`config.mk`:
```
export PLATFORM = sky130hd
export DESIGN_NAME = gray_ptr_receiver
export DESIGN_NICKNAME = d
export VERILOG_FILES = /design/src/rtl/fifo_pkg.sv /design/src/rtl/ptr_sync.sv /design/src/rtl/gray_ptr_receiver.sv
export SDC_FILE = /design/constraint.sdc
export NUM_CORES = 1
export LEC_CHECK = 0
export ABC_AREA = 1
export BUFFER_PORTS_ARGS = -buffer_cell sky130_fd_sc_hd__buf_2
export CORE_MARGIN = 10
export CORE_UTILIZATION = 35
export CTS_BUF_LIST = sky130_fd_sc_hd__clkbuf_8
export DETAILED_ROUTE_END_ITERATION = 16
export HOLD_SLACK_MARGIN = 0.15
export PLACE_DENSITY = 0.66
export SLEW_MARGIN = 0
export SYNTH_ARGS = -nofsm -noshare
export SYNTH_HDL_FRONTEND = slang
export SYNTH_SLANG_ARGS = --single-unit
```
`constraint.sdc`:
```
create_clock -name i_clk -period 3.5 [get_ports i_clk]
set_input_delay 0.875 -clock i_clk [delete_from_list [all_inputs] [get_ports i_clk]]
set_output_delay 0.875 -clock i_clk [all_outputs]
set_load 0.005 [all_outputs]
```
`src/rtl/fifo_pkg.sv`:
```
// Shared async-FIFO pointer helpers: gray/binary conversion and reset flag values.
// Pure types/functions, no latency; no flow control involved.
// Narrower pointers are zero-extended into ptr_t, which leaves both conversions exact.
package fifo_pkg;

  // Widest supported FIFO pointer.
  localparam int PTR_W = 16;

  typedef logic [PTR_W-1:0] ptr_t;

  localparam logic RST_FULL  = 1'b0;
  localparam logic RST_EMPTY = 1'b1;

  function automatic ptr_t gray_to_bin(input ptr_t g);
    ptr_t b;
    b[PTR_W-1] = g[PTR_W-1];
    for (int i = PTR_W - 2; i >= 0; i--) begin
      b[i] = b[i+1] ^ g[i];
    end
    return b;
  endfunction

  function automatic ptr_t bin_to_gray(input ptr_t b);
    return b ^ (b >> 1);
  endfunction

endpackage

```
`src/rtl/ptr_sync.sv`:
```
// Generic N-stage multi-bit flop synchronizer with async active-low reset.
// Latency: STAGES edges from first sample to o_q; always accepts, no backpressure.
// Input must change at most one bit per source cycle (gray pointers) for a coherent result.
module ptr_sync #(
  parameter int WIDTH  = 4,
  parameter int STAGES = 2
) (
  input  logic             i_clk,
  input  logic             i_rst_n,
  input  logic [WIDTH-1:0] i_d,
  output logic [WIDTH-1:0] o_q
);

  logic [WIDTH-1:0] r_stage [STAGES];

  always_ff @(posedge i_clk or negedge i_rst_n) begin
    if (!i_rst_n) begin
      for (int i = 0; i < STAGES; i++) begin
        r_stage[i] <= '0;
      end
    end else begin
      r_stage[0] <= i_d;
      for (int i = 1; i < STAGES; i++) begin
        r_stage[i] <= r_stage[i-1];
      end
    end
  end

  assign o_q = r_stage[STAGES-1];

endmodule

```
`src/rtl/gray_ptr_receiver.sv`:
```
// Async-FIFO pointer receiver: syncs the remote gray pointer, makes full/empty and fill level.
// Latency: remote moves reach the flag after SYNC_STAGES+1 edges; local moves after one edge.
// Flag is pessimistic; FIFO_ALMOST_FLAG_EN adds a registered o_almost flag.
module gray_ptr_receiver
  import fifo_pkg::*;
#(
  parameter int ADDR_WIDTH    = 3,
  parameter int SYNC_STAGES   = 2,
  parameter bit WRITE_SIDE    = 1'b1,
  parameter int ALMOST_THRESH = 1
) (
  input  logic                  i_clk,
  input  logic                  i_rst_n,
  input  logic [ADDR_WIDTH:0]   i_remote_ptr,
  input  logic [ADDR_WIDTH:0]   i_local_ptr,
  input  logic [ADDR_WIDTH:0]   i_local_gray_next,
  output logic                  o_status,
  output logic [ADDR_WIDTH:0]   o_remote_bin,
  output logic [ADDR_WIDTH:0]   o_level,
  output logic                  o_almost
);

  localparam int PW    = ADDR_WIDTH + 1;
  localparam int DEPTH = 2 ** ADDR_WIDTH;

  if (SYNC_STAGES < 2 || SYNC_STAGES > 4) begin : g_bad_stages
    $error("gray_ptr_receiver: SYNC_STAGES must be 2..4");
  end
  if (ADDR_WIDTH < 2 || PW > PTR_W) begin : g_bad_width
    $error("gray_ptr_receiver: ADDR_WIDTH out of supported range");
  end
  if (ALMOST_THRESH < 0 || ALMOST_THRESH > DEPTH) begin : g_bad_thresh
    $error("gray_ptr_receiver: ALMOST_THRESH must be 0..2**ADDR_WIDTH");
  end

  logic [PW-1:0] r_sync;
  logic [PW-1:0] remote_bin;
  logic [PW-1:0] local_bin;
  logic [PW-1:0] full_cmp;
  logic [PW-1:0] level_next;
  logic          status_next;
  logic          r_status;
  logic [PW-1:0] r_level;

  ptr_sync #(
    .WIDTH  (PW),
    .STAGES (SYNC_STAGES)
  ) u_sync (
    .i_clk   (i_clk),
    .i_rst_n (i_rst_n),
    .i_d     (i_remote_ptr),
    .o_q     (r_sync)
  );

  assign remote_bin = PW'(gray_to_bin(PTR_W'(r_sync)));
  assign local_bin  = PW'(gray_to_bin(PTR_W'(i_local_ptr)));

  // Full when the next write pointer is exactly one lap ahead of the synced read pointer.
  assign full_cmp    = {~r_sync[PW-1 -: 2], r_sync[PW-3:0]};
  assign status_next = WRITE_SIDE ? (i_local_gray_next == full_cmp)
                                  : (i_local_gray_next == r_sync);
  assign level_next  = WRITE_SIDE ? (local_bin - remote_bin) : (remote_bin - local_bin);

  always_ff @(posedge i_clk or negedge i_rst_n) begin
    if (!i_rst_n) begin
      r_status <= WRITE_SIDE ? RST_FULL : RST_EMPTY;
      r_level  <= '0;
    end else begin
      r_status <= status_next;
      r_level  <= level_next;
    end
  end

  assign o_status     = r_status;
  assign o_level      = r_level;
  assign o_remote_bin = remote_bin;

`ifdef FIFO_ALMOST_FLAG_EN
  localparam logic [PW-1:0] ALMOST_HI = PW'(DEPTH - ALMOST_THRESH);
  localparam logic [PW-1:0] ALMOST_LO = PW'(ALMOST_THRESH);

  logic almost_next;
  logic r_almost;

  assign almost_next = WRITE_SIDE ? (level_next >= ALMOST_HI) : (level_next <= ALMOST_LO);

  always_ff @(posedge i_clk or negedge i_rst_n) begin
    if (!i_rst_n) begin
      r_almost <= 1'b0;
    end else begin
      r_almost <= almost_next;
    end
  end

  assign o_almost = r_almost;
`else
  assign o_almost = 1'b0;
`endif

endmodule

```
==> summary.md, run 1 <==
| Metric | Value |
|---|---|
| Vias | approximately 510 |
| Number of CTS-inserted buffers | 3 |
| Total number of yosys warnings | 0 |
| FF+latch count, synth | 13 |
| Antenna cells | 0 |
| Mean Syn Cell Area | 9.08 sq um |
| Gr ovfl total | 0 |
| Delay-heaviest family, CP | flip-flops |
| Worst Skew | 2.55 ps |
| Final Cycle Share | 0.649 |
| Hold Vio Cnt, Final | 0 |
| CTS tree | done |
| Area of the multi-input gates | approximately 300 sq um |
| DP Area | 807 sq um |
| Fin util | 0.478 |
| Filler Cell Count | 175 |
| Leakage power | 0.485 nW |
| Worst VDD drop | 0.332 mV |
| Clk sinks | 13 |
| Run status | finished clean |
| H-Tree Depth | 1 |
| Startpoint types | register |
| Power Total | 0.000388 W |
| Sum Neg Setup Slack | 0 ps |
| Hpwl dp | between 1000 and 1500 um |
| Commonest non-fill, non-tap cells in the layout | buf_2 (22), nand2_1 (21), dfrtp_1 (13), inv_1 (11), nand2_2 (6) |
| Fin crit period | 2270 ps |
| Final setup viols | 0 |
| WS Path Type | reg -> out |
| Starting Density | 0.382 |
| Die width | 64.1 um |
| Critical path fanouts, max | 6 |
| Slew Viols, Final | 0 |
| Register area | 325 sq um |
| CP startpoint | u_sync.o_q[3]$_DFF_PN0_ |
| Commonest non-fill, non-tap cell in the layout | buf_2 |
| Wirelength, routed | between 1000 and 1500 um |
| Routed wire per std cell | 10.5 um |
| Mapped Area | 681 sq um |
| Post-route design area | between 800 and 900 sq um |
| Area Growth Syn to Fin | 25.2% |
| Nets | 117 |
| Clk buf depth | 2 |
| Sequential share of the synthesized area | 0.478 |
| CORE AREA | 1780 sq um |
| Synth cell types | 18 |
| Router iterations before antenna repair | 3 |
| Worst r2r src | u_sync.o_q[3]$_DFF_PN0_ |
| Power per cell area | about 460 nW/um^2 |
| CP endpoint kind | primary output |
| Syn nets | 92 |
| First-pass GRT wire length | 2180 um |
| Clock transition at path regs | 50 ps |
| CP cell instances | inv_2, nand2_1, nand2_2, nand2_1, nand2_2, xor2_1, buf_2 |
| Max_cap viols | 0 |
| Gpl congestion | approximately 0.77 |
| Die footprint | 4110 sq um |
| CTS Root Cell | clkbuf_8 |
| Row count | 15 |
| Critical Path AT | 1400 ps |
| Worst Hold Launch | u_sync.r_stage[6]$_DFF_PN0_ |
| Remaining DRCs | 0 |
| Initial antenna violation count | 0 |
| Clock Latency Late Sink | 230 ps |
| Critical Path RT | about 2600 ps |
| F_max | 0.440 GHz |
| Setup bufs post-CTS | 0 |
| Largest stage delay on the critical path | approximately 450 ps |
| Largest net degree at the start of global routing | 14 |
| Via density | just over 4 |
| Crit-path slowest cell | dfrtp_1 |
| Final ANT Viol Nets | 0 |
| Port bufs | 22 |
| DR iter-0 viols | 7 |
| Post-synthesis cell count | 75 |
| Vias in the first global route | approximately 560 |
| GRT Overall Usage | 0.0643 |
| Min-delay worst type | reg -> reg |
| CTS resizes | 0 |
| WP buf/inv | 2 |
| Cts hold-fix bufs | 0 |
| Total I/O pin count | 24 |
| RSZ-0062 raised after global routing | false |
| Layout cells sized above 1 | 0.394 |
| Die Y | between 60 and 70 um |
[logic make-up (layout without fill, tap and decap cells)]
group                      count (synthesis)  after routing  share of synthesized area
AOI/OAI and AO/OA                          2              2                     0.0202
xor gates and xnor gates                   6              6                     0.0772
adders and majority gates                  3              3                     0.0552
buffers and inverters                     14             38                     0.0882
DFF                                       13             13                      0.478
other                                      1              1                    0.00551
and+or+nand+nor                           36             36                      0.276
[registers in the layout, summed over array words and instances (netlist names)]
signal	count
u_sync.r_stage	4
o_status	1
u_sync.o_q	4
o_level	4
[metal layers]
metal,wire length (um),global-route usage,share of wire
met1,562,0.0672,0.43
met2,610,0.104,0.47
met3,118,0.0348,0.091
met4,10,0.0294,0.0077
met5,0,0,0
[path summary, 6_finish.rpt]
kind	end	slack, ps	depth (start not counted)
max in group asynchronous	o_status$_DFF_PN0_	2780	1
min in group asynchronous	u_sync.r_stage[4]$_DFF_PN0_	510	1
max reg2reg	o_level[2]$_DFF_PN0_	1680	11
max	o_remote_bin[0]	1230	7
min	u_sync.o_q[2]$_DFF_PN0_	350	0
min reg2reg	u_sync.o_q[2]$_DFF_PN0_	350	0
[through the flow]
step	instances	worst slack (ps)	hold WS [ps]
3_3_place_gp	120	1330	333
5_1_grt	124	1080	354
4_1_cts	124	1210	348
3_5_place_dp	120	1260	335
2_1_floorplan	75	1530	331
6_report	124	1230	346
[where the power goes]
group          leakage, nW  internal [W]  switching [W]
combinational        0.304     0.0000415      0.0000492
sequential           0.154      0.000169     0.00000598
clock               0.0269     0.0000769      0.0000459
[final cells by class]
| cell class | instances | area share |
|---|---|---|
| well taps | 25 | 0.0367 |
| clock inverters | 1 | 0.00441 |
| repair buffers | 22 | 0.129 |
| inverters | 12 | 0.0529 |
| multi-input cells | 48 | 0.347 |
| clock buffers | 3 | 0.0485 |
| flip-flops and latches | 13 | 0.382 |
[cell usage after synthesis]
master | n | area, sq um
a221oi_1 | 1 | 8.76
a21oi_1 | 1 | 5.00
conb_1 | 1 | 3.75
dfrtp_1 | 13 | 325
buf_4 | 2 | 15.0
ha_1 | 3 | 37.5
xor2_1 | 5 | 43.8
and2_1 | 1 | 6.26
nand3b_2 | 1 | 11.3
or2_2 | 2 | 12.5
nand2_2 | 6 | 37.5
nand3_1 | 2 | 10.0
nand3_2 | 2 | 20.0
xnor2_1 | 1 | 8.76
inv_1 | 10 | 37.5
nand2_1 | 21 | 78.8
nand2_4 | 1 | 11.3
inv_2 | 2 | 7.51
Power figures use the tool's default switching activity.
==> run 2: changes to the inputs <==
clock period = 2.35 ns   (was 3.5 ns; I/O delays follow)
==> summary.md, run 2 (same netlist as run 1, synthesis figures left out) <==
| Metric | Value |
|---|---|
| Sum Neg Setup Slack | 0 ps (unchanged) |
| Wirelength, routed | 1350 um (+3.2%) |
| Setup bufs post-CTS | 0 (unchanged) |
| Critical Path RT | 1760 ps (-860 ps) |
| Total I/O pin count | 24 (unchanged) |
| GRT Overall Usage | 0.0716 (+0.00730) |
| Fin crit period | 1970 ps |
| Startpoint types | register |
| Hpwl dp | 1200 um (+5.3%) |
| Min-delay worst type | in -> async |
| Router iterations before antenna repair | 2 (-1) |
| Comb pwr share | 0.237 (+0.003) |
| DP Area | 807 sq um (unchanged) |
| Die Y | 64.1 um (unchanged) |
| Filler Cell Count | 175 (unchanged) |
| Cts hold-fix bufs | 0 (unchanged) |
| Die footprint | 4110 sq um (unchanged) |
| Via density | 4.15 (+0.39%) |
| Number of CTS-inserted buffers | 3 (unchanged) |
| Critical Path AT | 1380 ps (-20 ps) |
| Clk buf depth | 2 (unchanged) |
| Internal power consumption | 0.000428 W (+49%) |
| CTS Root Cell | clkbuf_8 |
| Starting Density | 0.382 (unchanged) |
| F_max | 0.507 GHz |
| Area of the multi-input gates | 295 sq um (unchanged) |
| CTS tree | done |
| Clock transition at path regs | 50 ps (about the same) |
| CP endpoint kind | primary output |
| Gr ovfl total | 0 (unchanged) |
| Reg power frac | 0.451 (about the same) |
| Final Cycle Share | 0.839 |
| RSZ-0062 raised after global routing | false |
| Max_cap viols | 0 (unchanged) |
| Commonest non-fill, non-tap cell in the layout | buf_2 |
| Row count | 15 (unchanged) |
| Port bufs | 22 (unchanged) |
| Crit-path slowest cell | dfrtp_1 |
| Commonest non-fill, non-tap cells in the layout | buf_2 (22), nand2_1 (21), dfrtp_1 (13), inv_1 (11), nand2_2 (6) |
| Leakage power | 0.485 nW (unchanged) |
| Post-route design area | 852 sq um (unchanged) |
| Vias in the first global route | 570 (+2.7%) |
| Die width | 64.1 um (unchanged) |
| Clock power frac | 0.311 (-0.005) |
| Final setup viols | 0 (unchanged) |
| Slew Viols, Final | 0 (unchanged) |
| CTS resizes | 0 (unchanged) |
| DR iter-0 viols | 9 (+2) |
| Worst Skew | 0.441 ps (-2.10 ps) |
| Largest stage delay on the critical path | 450 ps (about the same) |
| Run status | finished clean |
| Antenna cells | 0 (unchanged) |
| CORE AREA | 1780 sq um (unchanged) |
| Remaining DRCs | 0 (unchanged) |
| Delay-heaviest family, CP | flip-flops |
| H-Tree Depth | 1 (unchanged) |
| CP cell instances | inv_2, nand2_1, nand2_2, nand2_1, nand2_2, xor2_1, buf_2 |
| Clock Latency Late Sink | 230 ps (about the same) |
| Largest net degree at the start of global routing | 14 (unchanged) |
| Layout cells sized above 1 | 0.394 (unchanged) |
| Initial antenna violation count | 0 (unchanged) |
| WS Path Type | reg -> out |
| Routed wire per std cell | 10.8 um (+3.2%) |
| Clk sinks | 13 (unchanged) |
| Final ANT Viol Nets | 0 (unchanged) |
| WP buf/inv | 2 (unchanged) |
| Vias | 515 (+0.39%) |
| P_sw | 0.000152 W (+50%) |
| Gpl congestion | 0.756 (-1.2%) |
| Hold Vio Cnt, Final | 0 (unchanged) |
| Sw frac | 0.262 (+0.00114) |
| Area Growth Syn to Fin | 25.2% (unchanged) |
| Critical path fanouts, max | 6 (unchanged) |
| First-pass GRT wire length | 2370 um (+8.5%) |
| Power per cell area | 681 nW/um^2 (+49%) |
| Nets | 117 (unchanged) |
| Register area | 325 sq um (unchanged) |
| Worst VDD drop | 0.413 mV (+24%) |
-- run 2: worst paths after layout --
check | from | endpoint | slack, ps | cells past startpoint
max | u_sync.o_q[3]$_DFF_PN0_ | o_remote_bin[0] | 380 | 7
min | i_rst_n | o_level[1]$_DFF_PN0_ | 230 | 1
max reg2reg | u_sync.o_q[3]$_DFF_PN0_ | o_level[2]$_DFF_PN0_ | 550 | 11
min reg2reg | u_sync.r_stage[7]$_DFF_PN0_ | u_sync.o_q[3]$_DFF_PN0_ | 350 | 0
max in group asynchronous | i_rst_n | u_sync.o_q[3]$_DFF_PN0_ | 1910 | 1
min in group i_clk | u_sync.r_stage[7]$_DFF_PN0_ | u_sync.o_q[3]$_DFF_PN0_ | 350 | 0
-- run 2: cell type report --
| cell class | instances | share of cell area |
|---|---|---|
| Sequential cell | 13 | 0.382 |
| Multi-Input combinational cell | 48 | 0.347 |
| Timing Repair Buffer | 22 | 0.129 |
| Inverter | 12 | 0.0529 |
| Clock buffer | 3 | 0.0485 |
| Tap cell | 25 | 0.0367 |
| Clock inverter | 1 | 0.00441 |
-- run 2: power groups by stage --
stage | sequential, W | combinational (W) | clock [W]
finish | 0.000262 | 0.000138 | 0.000181
detailed placement | 0.000266 | 0.000141 | 0
CTS | 0.000262 | 0.000142 | 0.000187
floorplan | 0.000268 | 0.0000749 | 0
global route | 0.000265 | 0.000159 | 0.000204
global placement | 0.000265 | 0.000134 | 0
-- run 2: metal layers --
layer	routed length, um	GRT usage	vias up
met5	0	0	-
met4	27	0.0401	0
met3	99	0.0296	4
met2	629	0.112	17
met1	588	0.0808	223
li1	-	-	271
-- run 2: stage by stage --
step,power [W],std cells,util,worst slack (ps),hold slack (ps)
after global placement,0.000399,120,0.453,464,334
final,0.000580,124,0.478,379,226
after global routing,0.000628,124,0.478,249,238
after CTS,0.000592,124,0.478,350,233
after floorplan,0.000343,75,-,649,292
after detailed placement,0.000408,120,0.453,405,335
